<file path="src/rtl/frame_unpacker_80m_pkg.sv">
// Shared link package for the coax frame packer/unpacker.
// Holds the default sync/CRC constants, the frame field positions,
// the serial CRC-8 next-bit function and the deframer state enum.
package frame_unpacker_80m_pkg;

  localparam logic [7:0] SYNC_BYTE_DEF = 8'hA5;
  localparam logic [7:0] CRC_POLY_DEF  = 8'h07;
  localparam logic [7:0] CRC_INIT_DEF  = 8'h00;

  // Frame field boundaries (bit indices, MSB first on the wire)
  localparam int FRAME_W      = 56;  // total frame length
  localparam int SYNC_LSB     = 48;  // [55:48] sync
  localparam int CNT_LSB      = 40;  // [47:40] counter
  localparam int DATA_LSB     = 8;   // [39:8] data, [7:0] CRC
  localparam int PAYLOAD_BITS = SYNC_LSB - DATA_LSB;  // CRC-covered bits
  localparam int CRC_BITS     = DATA_LSB;
  localparam int SYNC_BITS    = FRAME_W - SYNC_LSB;

  typedef enum logic [1:0] {
    ST_HUNT    = 2'd0,
    ST_PAYLOAD = 2'd1,
    ST_CRC     = 2'd2
  } link_state_e;

  // One MSB-first CRC-8 step: no reflection, no final XOR.
  function automatic logic [7:0] crc8_next(input logic [7:0] crc,
                                           input logic       b,
                                           input logic [7:0] poly);
    logic fb;
    fb = crc[7] ^ b;
    return {crc[6:0], 1'b0} ^ (fb ? poly : 8'h00);
  endfunction

endpackage

</file>
<file path="src/rtl/frame_unpacker_80m_crc8_serial.sv">
// crc8_serial: bit-serial CRC-8 register.
// Ports: clk, rst_n (async active-low), init (load CRC_INIT, wins over en),
//        en (advance one bit), bit_in (data bit), crc_out (current CRC).
module crc8_serial
  import frame_unpacker_80m_pkg::*;
#(
  parameter logic [7:0] CRC_POLY = CRC_POLY_DEF,
  parameter logic [7:0] CRC_INIT = CRC_INIT_DEF
) (
  input  logic       clk,
  input  logic       rst_n,
  input  logic       init,
  input  logic       en,
  input  logic       bit_in,
  output logic [7:0] crc_out
);

  logic [7:0] crc_d, crc_q;

  always_comb begin
    crc_d = crc_q;
    if (init) begin
      crc_d = CRC_INIT;
    end else if (en) begin
      crc_d = crc8_next(crc_q, bit_in, CRC_POLY);
    end
  end

  always_ff @(posedge clk or negedge rst_n) begin
    if (!rst_n) begin
      crc_q <= CRC_INIT;
    end else begin
      crc_q <= crc_d;
    end
  end

  assign crc_out = crc_q;

endmodule

</file>
<file path="src/rtl/frame_unpacker_80m.sv">
// frame_unpacker_80m: receive deframer for the single-wire coax link.
// Hunts for the sync byte in the recovered bit stream, collects the
// 40-bit counter+data payload, checks the trailing CRC-8 and presents the
// data word and frame counter on a valid/ready output with error statistics.
// Ports:
//   clk, rst_n            80 MHz link clock, async active-low reset
//   bit_in, bit_valid     recovered bit stream, MSB first, no backpressure
//   out_data, out_count   received word and frame counter
//   out_valid, out_ready  output handshake
//   locked                last completed frame passed CRC
//   crc_err_cnt, seq_err_cnt, ovf_cnt  saturating statistics
module frame_unpacker_80m
  import frame_unpacker_80m_pkg::*;
#(
  parameter logic [7:0] SYNC_BYTE = SYNC_BYTE_DEF,
  parameter logic [7:0] CRC_POLY  = CRC_POLY_DEF,
  parameter logic [7:0] CRC_INIT  = CRC_INIT_DEF,
  parameter int         CNT_WIDTH = 16
) (
  input  logic                 clk,
  input  logic                 rst_n,
  input  logic                 bit_in,
  input  logic                 bit_valid,
  output logic [31:0]          out_data,
  output logic [7:0]           out_count,
  output logic                 out_valid,
  input  logic                 out_ready,
  output logic                 locked,
  output logic [CNT_WIDTH-1:0] crc_err_cnt,
  output logic [CNT_WIDTH-1:0] seq_err_cnt,
  output logic [CNT_WIDTH-1:0] ovf_cnt
);

  localparam logic [5:0] PAYLOAD_LAST = 6'(PAYLOAD_BITS - 1);
  localparam logic [5:0] CRC_LAST     = 6'(CRC_BITS - 1);
  localparam logic [3:0] FILL_FULL    = 4'(SYNC_BITS);

  function automatic logic [CNT_WIDTH-1:0] sat_inc(input logic [CNT_WIDTH-1:0] v);
    return (v == '1) ? v : v + 1'b1;
  endfunction

  link_state_e                 state_d, state_q;
  logic [7:0]                  sh8_d, sh8_q;
  logic [3:0]                  fill_d, fill_q;
  logic [5:0]                  bitcnt_d, bitcnt_q;
  logic [PAYLOAD_BITS-1:0]     pay_d, pay_q;
  logic [31:0]                 out_data_d, out_data_q;
  logic [7:0]                  out_count_d, out_count_q;
  logic                        out_valid_d, out_valid_q;
  logic                        locked_d, locked_q;
  logic [7:0]                  last_count_d, last_count_q;
  logic                        have_prev_d, have_prev_q;
  logic [CNT_WIDTH-1:0]        crc_err_d, crc_err_q;
  logic [CNT_WIDTH-1:0]        seq_err_d, seq_err_q;
  logic [CNT_WIDTH-1:0]        ovf_d, ovf_q;

  logic       crc_init, crc_en, frame_done;
  logic [7:0] crc_calc, rx_crc, rx_count;
  logic [31:0] rx_data;

  crc8_serial #(
    .CRC_POLY (CRC_POLY),
    .CRC_INIT (CRC_INIT)
  ) u_crc (
    .clk     (clk),
    .rst_n   (rst_n),
    .init    (crc_init),
    .en      (crc_en),
    .bit_in  (bit_in),
    .crc_out (crc_calc)
  );

  // The received CRC byte shares the sync shift register; fill is cleared
  // on the way back to HUNT so the stale contents are never matched.
  assign rx_crc   = {sh8_q[6:0], bit_in};
  assign rx_count = pay_q[CNT_LSB-DATA_LSB +: 8];
  assign rx_data  = pay_q[31:0];

  // Deframer FSM: everything freezes while bit_valid is low
  always_comb begin
    state_d    = state_q;
    sh8_d      = sh8_q;
    fill_d     = fill_q;
    bitcnt_d   = bitcnt_q;
    pay_d      = pay_q;
    crc_init   = 1'b0;
    crc_en     = 1'b0;
    frame_done = 1'b0;
    if (bit_valid) begin
      case (state_q)
        ST_HUNT: begin
          sh8_d  = {sh8_q[6:0], bit_in};
          fill_d = (fill_q == FILL_FULL) ? FILL_FULL : fill_q + 4'd1;
          if (fill_d == FILL_FULL && sh8_d == SYNC_BYTE) begin
            state_d  = ST_PAYLOAD;
            bitcnt_d = '0;
            crc_init = 1'b1;
          end
        end
        ST_PAYLOAD: begin
          pay_d    = {pay_q[PAYLOAD_BITS-2:0], bit_in};
          crc_en   = 1'b1;
          bitcnt_d = bitcnt_q + 6'd1;
          if (bitcnt_q == PAYLOAD_LAST) begin
            state_d  = ST_CRC;
            bitcnt_d = '0;
          end
        end
        ST_CRC: begin
          sh8_d    = {sh8_q[6:0], bit_in};
          bitcnt_d = bitcnt_q + 6'd1;
          if (bitcnt_q == CRC_LAST) begin
            frame_done = 1'b1;
            state_d    = ST_HUNT;
            fill_d     = '0;
          end
        end
        default: state_d = ST_HUNT;
      endcase
    end
  end

  // Frame verdict, output register and statistics
  always_comb begin
    out_data_d   = out_data_q;
    out_count_d  = out_count_q;
    out_valid_d  = out_valid_q && !out_ready;
    locked_d     = locked_q;
    last_count_d = last_count_q;
    have_prev_d  = have_prev_q;
    crc_err_d    = crc_err_q;
    seq_err_d    = seq_err_q;
    ovf_d        = ovf_q;
    if (frame_done) begin
      if (rx_crc == crc_calc) begin
        locked_d = 1'b1;
        if (have_prev_q && rx_count != last_count_q + 8'd1) begin
          seq_err_d = sat_inc(seq_err_q);
        end
        last_count_d = rx_count;
        have_prev_d  = 1'b1;
        // A word being accepted this cycle frees the register for the new one
        if (!out_valid_q || out_ready) begin
          out_data_d  = rx_data;
          out_count_d = rx_count;
          out_valid_d = 1'b1;
        end else begin
          ovf_d = sat_inc(ovf_q);
        end
      end else begin
        locked_d  = 1'b0;
        crc_err_d = sat_inc(crc_err_q);
      end
    end
  end

  always_ff @(posedge clk or negedge rst_n) begin
    if (!rst_n) begin
      state_q      <= ST_HUNT;
      sh8_q        <= '0;
      fill_q       <= '0;
      bitcnt_q     <= '0;
      pay_q        <= '0;
      out_data_q   <= '0;
      out_count_q  <= '0;
      out_valid_q  <= 1'b0;
      locked_q     <= 1'b0;
      last_count_q <= '0;
      have_prev_q  <= 1'b0;
      crc_err_q    <= '0;
      seq_err_q    <= '0;
      ovf_q        <= '0;
    end else begin
      state_q      <= state_d;
      sh8_q        <= sh8_d;
      fill_q       <= fill_d;
      bitcnt_q     <= bitcnt_d;
      pay_q        <= pay_d;
      out_data_q   <= out_data_d;
      out_count_q  <= out_count_d;
      out_valid_q  <= out_valid_d;
      locked_q     <= locked_d;
      last_count_q <= last_count_d;
      have_prev_q  <= have_prev_d;
      crc_err_q    <= crc_err_d;
      seq_err_q    <= seq_err_d;
      ovf_q        <= ovf_d;
    end
  end

  assign out_data    = out_data_q;
  assign out_count   = out_count_q;
  assign out_valid   = out_valid_q;
  assign locked      = locked_q;
  assign crc_err_cnt = crc_err_q;
  assign seq_err_cnt = seq_err_q;
  assign ovf_cnt     = ovf_q;

endmodule

</file>
<file path="config.mk">
export PLATFORM = sky130hd
export DESIGN_NAME = frame_unpacker_80m
export DESIGN_NICKNAME = d
export VERILOG_FILES = /design/src/rtl/frame_unpacker_80m_pkg.sv /design/src/rtl/frame_unpacker_80m_crc8_serial.sv /design/src/rtl/frame_unpacker_80m.sv
export SDC_FILE = /design/constraint.sdc
export NUM_CORES = 1
export LEC_CHECK = 0
export CORE_MARGIN = 3
export CORE_UTILIZATION = 50
export CTS_BUF_LIST = sky130_fd_sc_hd__clkbuf_8
export DETAILED_ROUTE_END_ITERATION = 7
export GPL_TIMING_DRIVEN = 0
export PLACE_DENSITY = 0.76
export SLEW_MARGIN = 20
export SYNTH_ARGS = -nofsm -noshare
export SYNTH_HDL_FRONTEND = slang
export SYNTH_SLANG_ARGS = --single-unit
</file>
<file path="constraint.sdc">
create_clock -name clk -period 2.55 [get_ports clk]
set_clock_uncertainty 0.1 [all_clocks]
set_input_delay 0.51 -clock clk [delete_from_list [all_inputs] [get_ports clk]]
set_output_delay 0.51 -clock clk [all_outputs]
set_load 0.02 [all_outputs]
</file>
Word-level counts from Yosys, hierarchy flattened
Cells that the tools add are included.

Eq/ne operators: 15. Add/sub/neg operators: 6. Muxes and demuxes: 25. Bitwise gates (word level): 7. Reduce and logical (&&, ||, !) cells: 21.

Operators with widths (number): adder 16 x 1 -> 16 bit (second input constant) (3); equality test 16 bit (second input constant) (3); case mux 6 bit (3 select lines) (1); 2-to-1 mux 8 bit (2); 2-to-1 mux 1 bit (12); 2-to-1 mux 6 bit (2); AND reduction 3 bit (4); AND reduction 4 bit (3); adder 8 x 1 -> 8 bit (second input constant) (1); equality test 4 bit (second input constant) (2); equality test 8 bit (1); equality test 8 bit (second input constant) (1); 2-to-1 mux 4 bit (2); != test 8 bit (1); case mux 4 bit (2 select lines) (1); bitwise XOR 8 bit (1); adder 6 x 1 -> 6 bit (second input constant) (1); equality test 6 x 3 -> 1 bit (second input constant) (1); equality test 6 bit (second input constant) (1); 2-to-1 mux 2 bit (3); != test 2 bit (second input constant) (3); case mux 2 bit (3 select lines) (1); AND reduction 2 bit (3); NOT 1 bit (5); other kinds (12) (16).

Register bits: 166. Output and inout port bits: 90. Logic and storage cells: 89.

Depth between registers and ports, before layout
Depth in word-level cells: 8. Depth in mapped cells: 11. Mapped depth without buffers: 9.

Modules after synthesis
A second synthesis with hierarchy kept.

Cells, all modules: 585. Area, all modules: 7377.1 um^2.

Modules (own cells, without submodules): frame_unpacker_80m (cells each 553, area an instance 7004.2 um^2, times used 1); crc8_serial (cells each 32, area an instance 372.9 um^2, times used 1).

Worst setup path before layout
Ideal clock, no wire load.

Path type: reg-to-reg. From: reg fill_q[0]. To: reg bitcnt_q[2]. Data arrival time: 2.228 ns. Slack: 0.101 ns. Period minus slack after synthesis: 2.449 ns. Required time: 2.329 ns. Buffers on the path: 0. Cell stages (with the launch flop): 10. Path through: dfrtp_1 -> inv_1 -> ha_1 -> nor4b_1 -> nand3b_1 -> o41ai_1 -> nand2_1 -> nor2_1 -> o21ai_0 -> a22o_1.

Longest elaborated chain between the ends: 6. Elaborated cells between the ends (all ways): 7.

RTL lines: start, declared (RTL line frame_unpacker_80m.sv:44) `logic [3:0] fill_d, fill_q;`; start signal, assigned (RTL line frame_unpacker_80m.sv:176) `fill_q <= fill_d;`; adder 4 x 1 -> 4 bit / equality test 4 bit (equally long branches) (RTL line frame_unpacker_80m.sv:93) `fill_d = (fill_q == FILL_FULL) ? FILL_FULL : fill_q + 4'd1;`; 2-to-1 mux 4 bit (*) (RTL line frame_unpacker_80m.sv:93); equality test 4 bit (*) (RTL line frame_unpacker_80m.sv:94) `if (fill_d == FILL_FULL && sh8_d == SYNC_BYTE) begin`; logical AND 1 bit (*) (RTL line frame_unpacker_80m.sv:94); != test 2 bit (no source line) (*); AND reduction 3 bit (no source line) (*); end signal, assigned (RTL line frame_unpacker_80m.sv:177) `bitcnt_q <= bitcnt_d;`; end, declared (RTL line frame_unpacker_80m.sv:45) `logic [5:0] bitcnt_d, bitcnt_q;`.

Mark *: on every way between the ends. The rest lies on a longest branch, timed or not. A chain may end at the register's enable or synchronous reset.

Worst setup path in the final report
From: reg fill_q[1]. To: reg bitcnt_q[5].

The elaborated chain is that of the path after synthesis.

==> metrics.md <==
| Metric | Value |
|---|---|
| Most frequent cells in the layout | 172 x nand2_1, 166 x dfrtp_1, 93 x clkdlybuf4s50_1 |
| Htree depth | 4 |
| Site Rows | 43 |
| Achievable Freq | 408 MHz |
| # port buffers | 94 |
| DRT Pass-1 Iters | 4 |
| Clock root cell | clkbuf_8 |
| Post-Place Cells | 942 |
| Setup TNS | 0 ns |
| Final WL | 14.9 mm |
| Ys async rst share | 100% |
| Fin. Hold Viols | 0 |
| CTS Sinks | 166 |
| Residual DRC | 0 |
| Die height | 128 µm |
| Largest net degree at the start of global routing | 96 |
| CP Data Arrival Time | 2.70 ns |
| Placed cell area | 8610 µm² |
| CP Cell Sequence | inv_1 -> ha_1 -> nor4b_2 -> nand3b_1 -> o41ai_4 -> nand2_2 -> nor2_4 -> o21ai_0 -> a22o_1 |
| Worst-Skew Late Latency | 0.46 ns |
| CTS tree | done |
| Power per standard cell area | 676 nW/µm² |
| Crit-path max cell delay | 0.40 ns |
| Iteration-0 DRC Markers | 296 |
| Crit path max fanout | 6 |
| Slowest cell on crit path | dfrtp_1 |
| Final instance area | 9160 µm² |
| Placer Congestion | 0.770 |
| Die Area | 16300 µm² |
| Mapped Avg Cell Area | 11.1 µm² |
| First-pass GRT wire length | 25.2 mm |
| Min cycle time layout | 2.45 ns |
| Worst Setup End Kind | flip-flop |
| Critical path type | flip-flop to flip-flop |
| Antenna viol nets, final | 0 |
| Status | complete, no violations |
| Cells after synthesis | 667 |
| Gr ovfl total | 0 |
| Fin. max-slew vios | 0 |
| Slew margin rel. | 54.3% |
| Antenna violations before repair | 0 |
| Required time of the critical path | 2.80 ns |
| Final Net Count | 800 |
| Tot Pwr | 0.00619 W |
| Drt via density | 5.33 |
| Commonest non-fill, non-tap cell in the layout | nand2_1 |
| Final worst path period share | 96.0% |
| Worst Hold Class | flip-flop to flip-flop |
| Area growth, synth to finish | 23.6% |
| # fillers | 1091 |
| Pleak | 4.46 nW |
| Share of layout cells above drive strength 1 | 15.9% |
| # IOs | 95 |
| Worst-case clock buffer depth | 2 |
| Worst setup SP type | flip-flop |
| DP Wirelength | 10.2 mm |
| Final setup fails | 0 |
| Starting Density | 52.2% |
| Routed WL per cell | 15.3 µm |
| Register area share after synthesis | 56.1% |
| Vias | 5210 |
| Vias in the first global route | 5272 |
| Non-filler instance count after layout | 977 |
| Ys Warns | 0 |
| FF+latch count, synth | 166 |
| Worst slew pin tran | 0.681 ns |
| Mapped Area | 7410 µm² |
| Antenna cells | 0 |
| EDFF count, synth | 0 |
| Worst-path clk slew | 0.09 ns |
| Mapped Nets | 683 |
| Peak supply drop | 591 µV |
| Netlist cell types | 52 |
| Die X | 128 µm |
| CP bufs+invs | 1 |
| Dominant synthesized flop cell | dfrtp_1 |
| Top delay family on crit path | simple AND/OR/NAND/NOR gates |
| Core area | 14200 µm² |
| # Max-Cap Violations | 0 |
| GRT Util Overall | 19.0% |
| Cts bufs inserted | 17 |
## registers in the layout, indices dropped and copies added (netlist names)
| signal | count |
|---|---|
| pay_q | 40 |
| locked | 1 |
| out_count | 8 |
| fill_q | 4 |
| u_crc.crc_out | 8 |
| have_prev_q | 1 |
| sh8_q | 7 |
| out_data | 32 |
| seq_err_cnt | 16 |
| last_count_q | 8 |
| state_q | 2 |
| bitcnt_q | 6 |
| ovf_cnt | 16 |
| out_valid | 1 |
| crc_err_cnt | 16 |
## worst paths after layout
| kind | startpoint | to | slack (ns) | depth (start not counted) |
|---|---|---|---|---|
| worst max register to register | fill_q[1] | bitcnt_q[5] | 0.10 | 9 |
| min in group asynchronous | rst_n | crc_err_cnt[5] | 0.50 | 2 |
| max in group asynchronous | rst_n | pay_q[34] | 1.00 | 3 |
| worst max-delay path | fill_q[1] | bitcnt_q[5] | 0.10 | 9 |
| worst min register to register | have_prev_q | have_prev_q | 0.37 | 1 |
| worst min-delay path | have_prev_q | have_prev_q | 0.37 | 1 |
## through the flow
stage                     hold WS, ns  util (%)  setup slack, ns
final                           0.367      64.5            0.101
after detailed placement        0.351      60.6           -0.476
after floorplan                 0.114         -            0.101
after CTS                       0.371      63.9           0.0271
after global routing            0.383      64.5          -0.0738
after global placement          0.344      60.4            -5.60
## repair_timing
| action | in CTS | in global routing |
|---|---|---|
| pin swaps | 4 | 3 |
| gates resized for setup | 8 | 10 |
| setup endpoints to repair | 76 | 51 |
| hold buffers | 1 | 0 |
| endpoints found under the hold margin | 71 | 0 |
| setup buffers | 1 | 2 |
## per-layer routing
metal | routed length [µm] | vias to the layer above | global-route usage, %
li1 | - | 2477 | -
met1 | 6560 | 2600 | 24.6
met2 | 7330 | 111 | 30.6
met3 | 799 | 22 | 5.79
met4 | 238 | 0 | 6.87
met5 | 0 | - | 0
## layout make-up
type	instances	area (µm²)	share of cell area [%]
clock buffers	17	234	2.56
flip-flops and latches	166	4150	45.4
clock inverters	15	178	1.94
plain buffers	22	96.3	1.05
well taps	180	225	2.46
inverters	9	33.8	0.369
multi-input cells	469	3230	35.3
repair buffers	99	1010	11.0
## power breakdown
| part | internal [W] | switching [W] | leakage [nW] |
|---|---|---|---|
| clock | 0.000977 | 0.00100 | 0.206 |
| combinational | 0.000462 | 0.000688 | 1.98 |
| sequential | 0.00284 | 0.000223 | 2.27 |
## cells in the mapped netlist, drive strengths merged (4+ instances only)
master | n | area share (%)
nand2 | 173 | 8.8
dfrtp | 166 | 56
mux2 | 61 | 9.3
xor2 | 47 | 5.6
nor2 | 23 | 1.2
xnor2 | 21 | 2.5
and3 | 13 | 1.1
nand3 | 13 | 0.95
nor3 | 13 | 1.0
o21ai | 13 | 0.88
clkbuf | 12 | 0.61
nor4 | 12 | 2.0
a21oi | 11 | 0.74
buf | 11 | 0.74
ha | 11 | 1.9
nand4 | 10 | 0.93
inv | 9 | 0.46
nand2b | 6 | 0.51
and2 | 5 | 0.42
a22o | 4 | 0.47
and4 | 4 | 0.47
## kinds of logic after synthesis
family,count (synthesis),share of synthesized area (%)
xor+xnor,68,8.04
buf+inv,32,1.81
simple gates,289,19.3
fa+ha+maj,11,1.86
flops,166,56.1
mux,64,9.68
compound gates,37,3.23
Note: power is estimated with default switching activity, not from simulation.
